[src/rtl/product_accumulator_if.sv]
// ---------------------------------------------------------------------------
// product_accumulator_if
//
// Purpose: bundles the command, product-stream and result handshakes of the
//          product_accumulator into one interface.
//
// Signals:
//   start      command   begin a new accumulation (honoured only when idle)
//   len        command   number of products to sum, sampled with start
//   busy       status    accumulator is not idle
//   p          stream    unsigned 2n-bit product from the multiplier
//   p_valid    stream    p carries a product
//   p_ready    stream    accumulator takes p this cycle
//   acc        result    accumulated (2n+g)-bit sum
//   acc_valid  result    acc and ovf are final
//   acc_ready  result    consumer takes the result this cycle
//   ovf        result    sticky carry-out flag of the current accumulation
//
// Modports:
//   master  producer/consumer side (drives commands, products, acc_ready)
//   slave   accumulator side
// ---------------------------------------------------------------------------
interface product_accumulator_if #(
    parameter int n  = 8,
    parameter int g  = 4,
    parameter int cw = 8
);
    logic                 start;
    logic [cw-1:0]        len;
    logic                 busy;
    logic [2*n-1:0]       p;
    logic                 p_valid;
    logic                 p_ready;
    logic [2*n+g-1:0]     acc;
    logic                 acc_valid;
    logic                 acc_ready;
    logic                 ovf;

    modport master (
        output start,
        output len,
        input  busy,
        output p,
        output p_valid,
        input  p_ready,
        input  acc,
        input  acc_valid,
        output acc_ready,
        input  ovf
    );

    modport slave (
        input  start,
        input  len,
        output busy,
        input  p,
        input  p_valid,
        output p_ready,
        output acc,
        output acc_valid,
        input  acc_ready,
        output ovf
    );
endinterface

[src/rtl/product_accumulator.sv]
// ---------------------------------------------------------------------------
// product_accumulator
//
// Purpose: sums a programmed number of unsigned 2n-bit products, arriving
//          over a valid/ready stream, into a (2n+g)-bit accumulator and
//          presents the sum plus a sticky overflow flag on an output
//          handshake. Together with the upstream array multiplier it forms
//          the core of a MAC / dot-product datapath.
//
// Ports:
//   clk    in   rising-edge clock
//   reset  in   synchronous active-high reset; returns to IDLE and clears
//               acc, remaining count and ovf
//   bus    slave modport of product_accumulator_if (command, product stream,
//               result handshake)
//
// Configuration:
//   ACC_SAT_EN  when defined, a carry out of the accumulator saturates acc to
//               all ones; when undefined the sum wraps modulo 2^(2n+g).
//               ovf is set on a carry out in both builds.
//
// All outputs are decoded from registered state only; no input reaches an
// output combinationally.
// ---------------------------------------------------------------------------
module product_accumulator #(
    parameter int n  = 8,
    parameter int g  = 4,
    parameter int cw = 8
) (
    input logic                  clk,
    input logic                  reset,
    product_accumulator_if.slave bus
);

    localparam int AW = 2*n + g;

    typedef enum logic [1:0] {
        S_IDLE = 2'd0,
        S_ACC  = 2'd1,
        S_DONE = 2'd2
    } state_t;

    state_t          r_state;
    state_t          w_state_nxt;

    logic [AW-1:0]   r_acc;
    logic [cw-1:0]   r_rem;
    logic            r_ovf;

    logic            w_p_ready;
    logic            w_accept;
    logic            w_last;
    logic [AW:0]     w_sum;

    // Reduce the AW+1-bit raw sum to the stored accumulator value. The top
    // bit of the argument is the carry out of the accumulator.
    function automatic logic [AW-1:0] f_wrap_or_sat(input logic [AW:0] s);
`ifdef ACC_SAT_EN
        // Once saturated, acc stays at all ones: all-ones plus any non-zero
        // product carries again, and plus zero leaves it unchanged.
        return s[AW] ? {AW{1'b1}} : s[AW-1:0];
`else
        return s[AW-1:0];
`endif
    endfunction

    // Handshake decode from registered state
    assign w_p_ready = (r_state == S_ACC);
    assign w_accept  = w_p_ready && bus.p_valid;
    assign w_last    = (r_rem == cw'(1));

    // Sum computed one bit wider than the accumulator so the carry out is
    // visible; the product is zero-extended.
    assign w_sum = {1'b0, r_acc} + {{(g+1){1'b0}}, bus.p};

    // State register
    always_ff @(posedge clk) begin
        if (reset) begin
            r_state <= S_IDLE;
        end else begin
            r_state <= w_state_nxt;
        end
    end

    // Next-state decode
    always_comb begin
        w_state_nxt = r_state;
        case (r_state)
            S_IDLE: begin
                if (bus.start) begin
                    w_state_nxt = (bus.len == '0) ? S_DONE : S_ACC;
                end
            end
            S_ACC: begin
                if (w_accept && w_last) begin
                    w_state_nxt = S_DONE;
                end
            end
            S_DONE: begin
                // A new start cannot be taken here; IDLE is entered first.
                if (bus.acc_ready) begin
                    w_state_nxt = S_IDLE;
                end
            end
            default: begin
                w_state_nxt = S_IDLE;
            end
        endcase
    end

    // Accumulator, remaining-count and overflow registers
    always_ff @(posedge clk) begin
        if (reset) begin
            r_acc <= '0;
            r_rem <= '0;
            r_ovf <= 1'b0;
        end else begin
            case (r_state)
                S_IDLE: begin
                    if (bus.start) begin
                        r_acc <= '0;
                        r_rem <= bus.len;
                        r_ovf <= 1'b0;
                    end
                end
                S_ACC: begin
                    if (w_accept) begin
                        r_acc <= f_wrap_or_sat(w_sum);
                        r_rem <= r_rem - cw'(1);
                        r_ovf <= r_ovf | w_sum[AW];
                    end
                end
                default: begin
                    // DONE holds acc and ovf stable until the handoff.
                end
            endcase
        end
    end

    // Outputs
    assign bus.busy      = (r_state != S_IDLE);
    assign bus.p_ready   = w_p_ready;
    assign bus.acc_valid = (r_state == S_DONE);
    assign bus.acc       = r_acc;
    assign bus.ovf       = r_ovf;

endmodule
[src/flat_wrapper.sv]
// flat-port wrapper written by rule: the top's interface ports become plain ports
module product_accumulator_flat 
#(
    parameter int n  = 8,
    parameter int g  = 4,
    parameter int cw = 8
)
  (clk, reset, bus_start, bus_len, bus_busy, bus_p, bus_p_valid, bus_p_ready, bus_acc, bus_acc_valid, bus_acc_ready, bus_ovf);
  product_accumulator_if #(.n(n), .g(g), .cw(cw)) bus_i ();
  input logic clk;
  input logic reset;
  input wire logic [$bits(bus_i.start)-1:0] bus_start;
  input wire logic [$bits(bus_i.len)-1:0] bus_len;
  output wire logic [$bits(bus_i.busy)-1:0] bus_busy;
  input wire logic [$bits(bus_i.p)-1:0] bus_p;
  input wire logic [$bits(bus_i.p_valid)-1:0] bus_p_valid;
  output wire logic [$bits(bus_i.p_ready)-1:0] bus_p_ready;
  output wire logic [$bits(bus_i.acc)-1:0] bus_acc;
  output wire logic [$bits(bus_i.acc_valid)-1:0] bus_acc_valid;
  input wire logic [$bits(bus_i.acc_ready)-1:0] bus_acc_ready;
  output wire logic [$bits(bus_i.ovf)-1:0] bus_ovf;
  assign bus_i.start = bus_start;
  assign bus_i.len = bus_len;
  assign bus_busy = bus_i.busy;
  assign bus_i.p = bus_p;
  assign bus_i.p_valid = bus_p_valid;
  assign bus_p_ready = bus_i.p_ready;
  assign bus_acc = bus_i.acc;
  assign bus_acc_valid = bus_i.acc_valid;
  assign bus_i.acc_ready = bus_acc_ready;
  assign bus_ovf = bus_i.ovf;
  product_accumulator #(.n(n), .g(g), .cw(cw)) u_core (.clk(clk), .reset(reset), .bus(bus_i));
endmodule
[config.mk]
export PLATFORM = sky130hd
export DESIGN_NAME = product_accumulator_flat
export DESIGN_NICKNAME = d
export VERILOG_FILES = /design/src/rtl/product_accumulator_if.sv /design/src/rtl/product_accumulator.sv /design/src/flat_wrapper.sv
export SDC_FILE = /design/constraint.sdc
export NUM_CORES = 1
export LEC_CHECK = 0
export CORE_MARGIN = 1.5
export CORE_UTILIZATION = 49
export DETAILED_ROUTE_END_ITERATION = 8
export PLACE_DENSITY = 0.87
export REMOVE_ABC_BUFFERS = 1
export SYNTH_ARGS = -nofsm -noshare
export SYNTH_HDL_FRONTEND = slang
export SYNTH_SLANG_ARGS = --single-unit
export TNS_END_PERCENT = 1
[constraint.sdc]
create_clock -name clk -period 3.3 [get_ports clk]
set_input_delay 0.825 -clock clk [delete_from_list [all_inputs] [get_ports clk]]
set_output_delay 0.825 -clock clk [all_outputs]
set_load 0.02 [all_outputs]
==> run summary, run 1 <==
=================================================================================
Initial antenna violation count ....................................            0
Worst clock skew ...................................................   0.00796 ns
Hold crit path type ................................................   reg -> reg
Maximum number of pins on one net before global-route repair .......           19
Fin crit period ....................................................      2.94 ns
DRC viols ..........................................................            0
Number of DRC violations after detailed-routing iteration 0 ........          218
Global placer's final weighted congestion ..........................        0.894
Count of unique library cells instantiated by Yosys ................           48
Overall track demand over capacity in global routing ...............        23.5%
Avg Inst Size Synth ................................................    7.85 um^2
CP arrival .........................................................      3.10 ns
Worst Setup Start Kind .............................................    input pin
Number of synthesis warnings .......................................            0
Synth-to-layout area growth ........................................        33.4%
Synth area leader ..................................................      dfxtp_1
Final setup vio count ..............................................            0
Unrepaired setup endpoints after global routing ....................        false
Final total negative setup slack ...................................         0 ns
Count of flip-flops with a built-in enable after synthesis .........            0
Share of synthesized flip-flops with an asynchronous set or reset ..           0%
Top achievable clock speed .........................................    0.340 GHz
Total number of placement rows .....................................           23
Fraction of final layout cells with drive strength greater than 1 ..        6.25%
Number of buffers inserted by port buffering .......................           52
Buffer count from post-CTS setup fixing ............................            0
Average detailed-routed wire length per instance ...................      14.0 um
Resized cells post-CTS .............................................            0
DP Wirelength ......................................................      3810 um
Number of detailed-routing iterations run before antenna repair ....            5
Die Wd .............................................................      68.3 um
Most frequent cell after synthesis .................................       nor2_1
Post-route cell area ............................................... 0.00279 mm^2
Normalized max-slew margin .........................................        33.2%
Cell types with the highest counts after synthesis ................. nor2_1 (37), dfxtp_1 (31), nand2_1 (30), a21oi_1 (28), ha_1 (18)
Count of nets after finishing ......................................          367
Sequential element share of the synthesized area ...................        29.7%
Ratio of final minimum period to clock period ......................        89.2%
Initial Utilization ................................................        51.5%
Global-route wire length before repair .............................      8360 um
Number of antenna diodes ...........................................            0
PwrDens ............................................................  494 mW/mm^2
Grt ovf ............................................................            0
Largest fanout on the critical path ................................            3
Detailed-route via count ...........................................         2163
Final wirelength ...................................................      5190 um
Clock tree from TritonCTS ..........................................        built
Clock insertion delay at the later pin of the skew report ..........      0.29 ns
Core outline area .................................................. 0.00406 mm^2
Number of levels in the clock H-tree ...............................            2
Hold-fix buffers at CTS ............................................            0
Met1 layer wirelength in the final routing .........................      2300 um
Via-per-instance ratio .............................................         5.85
Die Outline Area ................................................... 0.00466 mm^2
Post-synthesis sequential element count ............................           31
Flop2flop setup slack ..............................................      0.95 ns
Hold Path Depth ....................................................            2
Mapped cell area ................................................... 0.00209 mm^2
Critical Path End Type .............................................    flip-flop
Count of fill cells added during filler insertion ..................          320
Number of failing hold endpoints at the final stage ................            0
Run status ......................................................... complete, no violations
Final setup margin .................................................     0.357 ns
Number of buffers created by CTS ...................................            5
Worst-case clock buffer depth ......................................            2
Worst supply voltage drop on vdd ...................................     0.238 mV
Die height .........................................................      68.3 um
CP required ........................................................      3.46 ns
DR WL met2 .........................................................      2470 um
Number of global-route vias before repair ..........................         1942
TritonCTS Sinks ....................................................           31
Cell leakage power .................................................      1.13 nW
Synth top area cells ............................................... dfxtp_1 (30%), ha_1 (11%), a21oi_1 (6.7%), nor2_1 (6.7%), nand2_1 (5.4%)
Portion of synthesized cell area occupied by the leading cell type .        29.7%
Post-placement setup slack .........................................    0.0472 ns
Slew at the pin closest to its max-slew limit ......................     0.999 ns
Count of nets left with antenna violations after detail routing ....            0
Length in cells of the worst reg-to-reg path .......................            9
Crit path kind .....................................................    in -> reg
Sum of met3 wire segment lengths after detailed routing ............       355 um
Number of max-slew violations in the final report ..................            0
Placement-stage cell area .......................................... 0.00265 mm^2
CTS clk-pin slew, worst paths ......................................      0.07 ns
Top routing layer in use ...........................................         met4
I/O pins ...........................................................           53
Commonest register cell after synthesis ............................      dfxtp_1
Max Cap Viol .......................................................            0
Number of cells after detailed placement ...........................          362
Post-Layout Cell Count .............................................          370
Clk Tree Root Cell .................................................     clkbuf_8
Gate count of the mapped netlist ...................................          266
=================================================================================
registers in the layout (all words and copies together) (netlist names):
signal / count
u_core.bus.acc: 20
u_core.bus.ovf: 1
u_core.r_rem: 8
u_core.r_state: 2
stage by stage:
stage	util, %	hold WS, ns	power, W
2_1_floorplan	-	0.468	0.000760
3_3_place_gp	65.4	0.459	0.000913
3_5_place_dp	65.4	0.471	0.000923
4_1_cts	68.7	0.480	0.00137
5_1_grt	68.7	0.494	0.00145
6_report	68.7	0.476	0.00138
placed cells by master (no fill, tap or decap), types with 3 or more instances in the layout:
master,Yosys,final
or3_1,3,3
buf_4,0,3
nor3_1,3,3
o21ai_1,8,8
clkdlybuf4s50_1,0,52
ha_1,18,18
nor4_1,4,4
nor2_1,37,37
o21ai_0,5,5
xnor2_1,8,8
a22oi_1,7,7
a21oi_1,28,28
nand2_1,30,30
inv_1,9,9
clkbuf_8,0,5
a211oi_1,3,3
xor2_1,5,5
nor2b_1,5,5
nand3_1,10,10
dfxtp_1,31,31
a21o_1,4,4
worst max-delay path: stages:
cell and delay, ns:
clkdlybuf4s50_1 0.40, ha_1 0.21, fa_1 0.40, a21oi_1 0.20, o21ai_1 0.14, a311oi_2 0.40
o311ai_2 0.15, nand4_1 0.14, xor2_1 0.17, nor2_1 0.06
cell families (layout without fill, tap and decap cells):
| group | count (synthesis) | in the layout | share of synthesized area (%) |
|---|---|---|---|
| and+or+nand+nor | 103 | 103 | 22.5 |
| AOI/OAI and AO/OA | 81 | 81 | 26.5 |
| DFF | 31 | 31 | 29.7 |
| adders and majority gates | 19 | 19 | 11.7 |
| buffers and inverters | 18 | 72 | 3.53 |
| xor gates and xnor gates | 13 | 13 | 5.45 |
| muxes | 1 | 1 | 0.479 |
path summary, 6_finish.rpt:
check | end | startpoint
max | u_core.bus.acc[18] | bus_p[0]
min | u_core.bus.acc[13] | u_core.bus.acc[13]
max reg2reg | u_core.bus.acc[18] | u_core.bus.acc[0]
min reg2reg | u_core.bus.acc[13] | u_core.bus.acc[13]
final cells by class:
cell class / count / area, um^2 / share of cell area, %
Tap cell: 50 / 62.6 / 2.25
Clock buffer: 6 / 72.6 / 2.60
Clock inverter: 2 / 60.1 / 2.16
Timing Repair Buffer: 55 / 543 / 19.5
Sequential cell: 31 / 621 / 22.3
Inverter: 9 / 33.8 / 1.21
Multi-Input combinational cell: 217 / 1390 / 50.0
where the power goes:
group / switching [W] / internal (W) / total (W)
registers: 0.0000396 / 0.000411 / 0.000451
clock network: 0.000149 / 0.000302 / 0.000451
logic: 0.000266 / 0.000208 / 0.000474
total: 0.000455 / 0.000921 / 0.00138
per-layer routing:
layer / vias up / GRT usage (%)
met5: - / 0
met4: 0 / 7.00
li1: 1078 / -
met3: 9 / 5.26
met1: 985 / 29.3
met2: 91 / 40.3
No activity file was read; power rests on OpenSTA's default activity.
==> inputs of run 2 (changes only) <==
Settings changed: ABC_CLOCK_PERIOD_IN_PS set to 3300, MAX_ROUTING_LAYER set to met4, TNS_END_PERCENT 1 to 30.
==> run summary, run 2 (synthesis results as in run 1) <==
================================================================================
Reg-to-Reg Start .................................................. u_core.bus.acc[0]   unchanged
Post-placement setup slack ........................................    0.0472 ns   unchanged
DP Wirelength .....................................................      3810 um   unchanged
Number of antenna diodes ..........................................            0   unchanged
Fin crit period ...................................................      2.96 ns   was 2.94 ns
Flop2flop setup slack .............................................      0.95 ns   about the same
Average detailed-routed wire length per instance ..................      13.8 um   was 14.0 um
Run status ........................................................ complete, no violations   unchanged
Top achievable clock speed ........................................    0.338 GHz   was 0.340 GHz
Area occupied by multi-input gates ................................ 0.00139 mm^2   unchanged
Final wirelength ..................................................      5120 um   was 5190 um
Cell-by-cell trace of the critical path ........................... clkdlybuf4s50_1 -> ha_1 -> fa_1 -> a21oi_1 -> o21ai_1 -> a311oi_2 -> o311ai_2 -> nand4_1 -> xor2_1 -> nor2_1   unchanged
Worst supply voltage drop on vdd ..................................     0.238 mV   about the same
Number of buffers inserted by port buffering ......................           52   unchanged
Overall track demand over capacity in global routing ..............        24.2%   was 23.5%
CP arrival ........................................................      3.11 ns   was 3.10 ns
Hold Path Depth ...................................................            2   unchanged
Ratio of final minimum period to clock period .....................        89.6%   was 89.2%
Unrepaired setup endpoints after global routing ...................        false   unchanged
Clock insertion delay at the later pin of the skew report .........      0.29 ns   about the same
Number of buffers created by CTS ..................................            5   unchanged
Core outline area ................................................. 0.00406 mm^2   unchanged
Via-per-instance ratio ............................................         5.81   was 5.85
Fraction of final layout cells with drive strength greater than 1 .        6.25%   unchanged
Number of DRC violations after detailed-routing iteration 0 .......          222   was 218
Global placer's final weighted congestion .........................        0.909   was 0.894
DRC viols .........................................................            0   unchanged
Stage delay of the slowest cell on the critical path ..............      0.41 ns   was 0.40 ns
Initial Utilization ...............................................        51.5%   unchanged
TritonCTS Sinks ...................................................           31   unchanged
PwrDens ...........................................................  492 mW/mm^2   was 494 mW/mm^2
Flip-flop count of the largest register after layout ..............           20   unchanged
Resized cells post-CTS ............................................            0   unchanged
Hold-fix buffers at CTS ...........................................            0   unchanged
Crit path kind ....................................................    in -> reg   unchanged
Die height ........................................................      68.3 um   unchanged
Number of cells after detailed placement ..........................          362   unchanged
Global-route wire length before repair ............................      8350 um   was 8360 um
CP required .......................................................      3.45 ns   was 3.46 ns
Length in cells of the worst reg-to-reg path ......................            9   unchanged
Number of detailed-routing iterations run before antenna repair ...            4   was 5
I/O pins ..........................................................           53   unchanged
Detailed-route via count ..........................................         2151   was 2163
Clock tree from TritonCTS .........................................        built   unchanged
Die Outline Area .................................................. 0.00466 mm^2   unchanged
Final setup margin ................................................     0.343 ns   was 0.357 ns
Final setup vio count .............................................            0   unchanged
FF-to-FF End ...................................................... u_core.bus.acc[18]   unchanged
CTS clk-pin slew, worst paths .....................................      0.07 ns   about the same
Count of fill cells added during filler insertion .................          320   unchanged
Count of nets after finishing .....................................          367   unchanged
Commonest non-fill, non-tap cells in the layout ................... clkdlybuf4s50_1 (52), nor2_1 (37), dfxtp_1 (31)   unchanged
Number of failing hold endpoints at the final stage ...............            0   unchanged
Buffer count from post-CTS setup fixing ...........................            0   unchanged
Hold crit path type ...............................................   reg -> reg   unchanged
Number of max-slew violations in the final report .................            0   unchanged
Worst clock skew ..................................................   0.00780 ns   was 0.00796 ns
Max Cap Viol ......................................................            0   unchanged
Slowest library cell on the worst path ............................     a311oi_2   was clkdlybuf4s50_1
Worst-case clock buffer depth .....................................            2   unchanged
Hold Path Origin .................................................. u_core.bus.acc[13]   unchanged
Post-Layout Cell Count ............................................          370   unchanged
Critical Path End Type ............................................    flip-flop   unchanged
Number of global-route vias before repair .........................         1943   was 1942
Worst Setup Start Kind ............................................    input pin   unchanged
Clk Tree Root Cell ................................................     clkbuf_8   unchanged
Synth-to-layout area growth .......................................        33.4%   unchanged
Total number of placement rows ....................................           23   unchanged
Final total negative setup slack ..................................         0 ns   unchanged
Buf+Inv Stages, Crit Path .........................................            1   unchanged
Initial antenna violation count ...................................            0   unchanged
Largest fanout on the critical path ...............................            3   unchanged
Grt ovf ...........................................................            0   unchanged
Normalized max-slew margin ........................................        33.4%   was 33.2%
Sink of the worst hold path ....................................... u_core.bus.acc[13]   unchanged
Commonest non-fill, non-tap cell in the layout .................... clkdlybuf4s50_1   unchanged
Count of nets left with antenna violations after detail routing ...            0   unchanged
FF/Latch Area .....................................................     621 um^2   unchanged
Maximum number of pins on one net before global-route repair ......           19   unchanged
Cell class contributing the biggest share of worst-path delay ..... compound AO/OA/AOI/OAI gates   unchanged
Cell leakage power ................................................      1.13 nW   unchanged
Slew at the pin closest to its max-slew limit .....................     0.995 ns   was 0.999 ns
Number of levels in the clock H-tree ..............................            2   unchanged
Die Wd ............................................................      68.3 um   unchanged
================================================================================
==> run 2: worst max-delay path by stage <==
stage / startpoint / endpoint / slack [ns] / cells after the start
2_1_floorplan: bus_p[0] / u_core.bus.acc[18] / 0.71 / 9
3_3_place_gp: bus_p[0] / u_core.bus.acc[18] / 0.15 / 10
3_5_place_dp: bus_p[0] / u_core.bus.acc[18] / 0.05 / 10
4_1_cts: bus_p[0] / u_core.bus.acc[18] / 0.34 / 10
5_1_grt: bus_p[0] / u_core.bus.acc[18] / 0.19 / 10
6_report: bus_p[0] / u_core.bus.acc[18] / 0.34 / 10
==> run 2: per-stage QoR <==
stage / util (%) / total power, W / hold WS, ns / instance area (um^2)
5_1_grt: 68.7 / 0.00145 / 0.494 / 2790
4_1_cts: 68.7 / 0.00137 / 0.480 / 2790
2_1_floorplan: - / 0.000760 / 0.468 / 2050
3_3_place_gp: 65.4 / 0.000913 / 0.459 / 2650
6_report: 68.7 / 0.00137 / 0.476 / 2790
3_5_place_dp: 65.4 / 0.000923 / 0.471 / 2650
==> run 2: final cells by class <==
| cell class | instances | area share [%] |
|---|---|---|
| Timing Repair Buffer | 55 | 19.5 |
| Tap cell | 50 | 2.25 |
| Inverter | 9 | 1.21 |
| Clock inverter | 2 | 2.16 |
| Clock buffer | 6 | 2.60 |
| Multi-Input combinational cell | 217 | 50.0 |
| Sequential cell | 31 | 22.3 |
==> run 2: where the power goes <==
group	switching, W	internal [W]	total [W]	leakage, nW
Clock	0.000146	0.000302	0.000448	0.0654
Sequential	0.0000396	0.000411	0.000451	0.253
Combinational	0.000264	0.000208	0.000473	0.813
==> run 2: per-layer routing <==
| metal | GRT usage (%) | up-vias | share of wire (%) |
|---|---|---|---|
| met5 | - | - | 0 |
| met4 | 7.00 | 0 | 1.0 |
| met1 | 29.3 | 984 | 45 |
| met2 | 40.3 | 85 | 48 |
| li1 | - | 1077 | - |
| met3 | 5.10 | 5 | 6.5 |
==> run 2: worst min-delay path, delay by kind of cell, from the launching register on <==
kind,cells,cell delay (ns)
simple gates,1,0.05
flops,1,0.33
compound gates,1,0.05
==> inputs of run 3 (changes only) <==
Settings changed: ABC_CLOCK_PERIOD_IN_PS 3300 to not set.
Clock period 3.3 ns to 2.8 ns, I/O delays scaled along.
==> run summary, run 3 (synthesis results as in run 1) <==
================================================================================
Final standard cell utilization of the core .......................        71.9%   was 68.7%
Clock tree from TritonCTS .........................................        built   unchanged
Count of fill cells added during filler insertion .................          312   was 320
Slowest library cell on the worst path ............................ clkdlybuf4s50_1   was a311oi_2
Number of levels in the clock H-tree ..............................            2   unchanged
Count of nets left with antenna violations after detail routing ...            0   unchanged
Via-per-instance ratio ............................................         5.86   was 5.81
Post-route total power ............................................    0.00169 W   was 0.00137 W
Max Cap Viol ......................................................            0   unchanged
I/O pins ..........................................................           53   unchanged
FF-to-FF End ...................................................... u_core.bus.acc[18]   unchanged
Number of failing hold endpoints at the final stage ...............            0   unchanged
Buffer count from post-CTS setup fixing ...........................            0   unchanged
TritonCTS Sinks ...................................................           31   unchanged
Buf+Inv Stages, Crit Path .........................................            2   was 1
Global-route wire length before repair ............................      9410 um   was 8350 um
Normalized max-slew margin ........................................        58.9%   was 33.4%
Run status ........................................................ complete, no violations   unchanged
Number of detailed-routing iterations run before antenna repair ...            4   unchanged
Average detailed-routed wire length per instance ..................      15.4 um   was 13.8 um
Worst-case clock buffer depth .....................................            2   unchanged
Final wirelength ..................................................      5940 um   was 5120 um
Cell leakage power ................................................      1.20 nW   was 1.13 nW
Die Wd ............................................................      68.3 um   unchanged
CP required .......................................................      2.96 ns   was 3.45 ns
Synth-to-layout area growth .......................................        39.7%   was 33.4%
Placement-stage cell area ......................................... 0.00277 mm^2   was 0.00265 mm^2
Maximum number of pins on one net before global-route repair ......           19   unchanged
Hold Path Depth ...................................................            2   unchanged
Worst Setup Start Kind ............................................    input pin   unchanged
Post-route cell area .............................................. 0.00292 mm^2   was 0.00279 mm^2
Length in cells of the worst reg-to-reg path ......................           10   was 9
Number of buffers created by CTS ..................................            5   unchanged
Ratio of final minimum period to clock period .....................        96.1%
Critical Path End Type ............................................    flip-flop   unchanged
Largest fanout on the critical path ...............................            3   unchanged
CTS clk-pin slew, worst paths .....................................      0.07 ns   about the same
Fraction of final layout cells with drive strength greater than 1 .        11.3%   was 6.25%
Commonest non-fill, non-tap cells in the layout ................... clkdlybuf4s50_1 (52), nor2_1 (37), dfxtp_1 (31)   unchanged
Worst clock skew ..................................................   0.00709 ns   was 0.00780 ns
Hold crit path type ...............................................   reg -> reg   unchanged
Top achievable clock speed ........................................    0.372 GHz
Count of nets after finishing .....................................          382   was 367
CP arrival ........................................................      2.85 ns   was 3.11 ns
Global placer's final weighted congestion .........................        0.938   was 0.909
Clk Tree Root Cell ................................................     clkbuf_8   unchanged
Worst supply voltage drop on vdd ..................................     0.335 mV   was 0.238 mV
DRC viols .........................................................            0   unchanged
Unrepaired setup endpoints after global routing ...................        false   unchanged
Die Outline Area .................................................. 0.00466 mm^2   unchanged
Hold Path Origin .................................................. u_core.bus.acc[13]   unchanged
Stage delay of the slowest cell on the critical path ..............      0.40 ns   was 0.41 ns
Core outline area ................................................. 0.00406 mm^2   unchanged
Slew at the pin closest to its max-slew limit .....................     0.615 ns   was 0.995 ns
PwrDens ...........................................................  579 mW/mm^2   was 492 mW/mm^2
Hold-fix buffers at CTS ...........................................            0   unchanged
Fin crit period ...................................................      2.69 ns
Overall track demand over capacity in global routing ..............        27.4%   was 24.2%
Crit path kind ....................................................    in -> reg   unchanged
Commonest non-fill, non-tap cell in the layout .................... clkdlybuf4s50_1   unchanged
Cell class contributing the biggest share of worst-path delay ..... compound AO/OA/AOI/OAI gates   unchanged
Number of DRC violations after detailed-routing iteration 0 .......          146   was 222
DP Wirelength .....................................................      4290 um   was 3810 um
Detailed-route via count ..........................................         2257   was 2151
Flip-flop count of the largest register after layout ..............           20   unchanged
Sink of the worst hold path ....................................... u_core.bus.acc[13]   unchanged
Initial Utilization ...............................................        51.5%   unchanged
Reg-to-Reg Start .................................................. u_core.bus.acc[0]   unchanged
Flop2flop setup slack .............................................      0.57 ns   was 0.95 ns
Count of cell instances traversed by the critical path ............           11   was 10
Number of buffers inserted by port buffering ......................           52   unchanged
Initial antenna violation count ...................................            0   unchanged
Number of max-slew violations in the final report .................            0   unchanged
Number of antenna diodes ..........................................            0   unchanged
Number of global-route vias before repair .........................         2139   was 1943
Die height ........................................................      68.3 um   unchanged
Grt ovf ...........................................................            0   unchanged
Clock insertion delay at the later pin of the skew report .........      0.29 ns   about the same
Total number of placement rows ....................................           23   unchanged
Cell-by-cell trace of the critical path ........................... clkdlybuf4s50_1 -> ha_1 -> fa_2 -> a21oi_4 -> o21ai_2 -> a311oi_2 -> buf_4 -> o311ai_2 -> nand4_1 -> xor2_1 -> nor2_1   was clkdlybuf4s50_1 -> ha_1 -> fa_1 -> a21oi_1 -> o21ai_1 -> a311oi_2 -> o311ai_2 -> nand4_1 -> xor2_1 -> nor2_1
Final setup vio count .............................................            0   unchanged
================================================================================
-- run 3: final cells by class --
type	instances	area, um^2	share of cell area [%]
tap	50	62.6	2.15
clock inverter	2	60.1	2.06
sequential	31	621	21.3
inverter	9	33.8	1.16
multi-input combinational	217	1410	48.4
clock buffer	6	72.6	2.49
timing repair buffer	70	656	22.5
-- run 3: tightest hold or removal path: cells and delay by family, from the launching register on --
family	cells	cell delay (ns)
DFF	1	0.33
and+or+nand+nor	1	0.06
AOI/OAI and AO/OA	1	0.05
-- run 3: stage by stage --
| step | std cells | setup slack, ns | setup TNS (ns) | hold slack, ns |
|---|---|---|---|---|
| finish | 385 | 0.110 | 0 | 0.478 |
| global route | 385 | 0.00496 | 0 | 0.507 |
| global placement | 377 | -0.189 | -0.593 | 0.459 |
| CTS | 385 | 0.0385 | 0 | 0.475 |
| detailed placement | 377 | -0.298 | -1.35 | 0.466 |
| floorplan | 257 | 0.340 | 0 | 0.468 |
-- run 3: worst max path at each step --
stage	from	to	slack, ns
finish	bus_p[0]	u_core.bus.acc[18]	0.11
detailed placement	bus_p[0]	u_core.bus.acc[18]	-0.30
CTS	bus_p[0]	u_core.bus.acc[18]	0.04
global placement	bus_p[0]	u_core.bus.acc[18]	-0.19
floorplan	bus_p[0]	u_core.bus.acc[18]	0.34
global route	bus_p[0]	u_core.bus.acc[18]	0.005
-- run 3: what timing repair did --
item | CTS | global route
gates resized for setup | 1 | 3
pin swaps | 0 | 2
setup endpoints to repair | 1 | 4
-- run 3: report_power, final --
part / switching, W / internal, W / leakage (nW)
sequential: 0.0000480 / 0.000485 / 0.253
clock: 0.000182 / 0.000356 / 0.0654
combinational: 0.000337 / 0.000281 / 0.886
total: 0.000567 / 0.00112 / 1.20
-- run 3: routing by layer --
metal / share of wire, % / wire length (um) / GRT usage [%] / vias to the layer above
met3: 6.4 / 380 / 5.59 / 16
met4: 2.8 / 164 / 13.5 / 0
met1: 42 / 2480 / 31.8 / 1045
met2: 49 / 2910 / 44.9 / 92
met5: 0 / 0 / - / -
li1: - / - / - / 1104
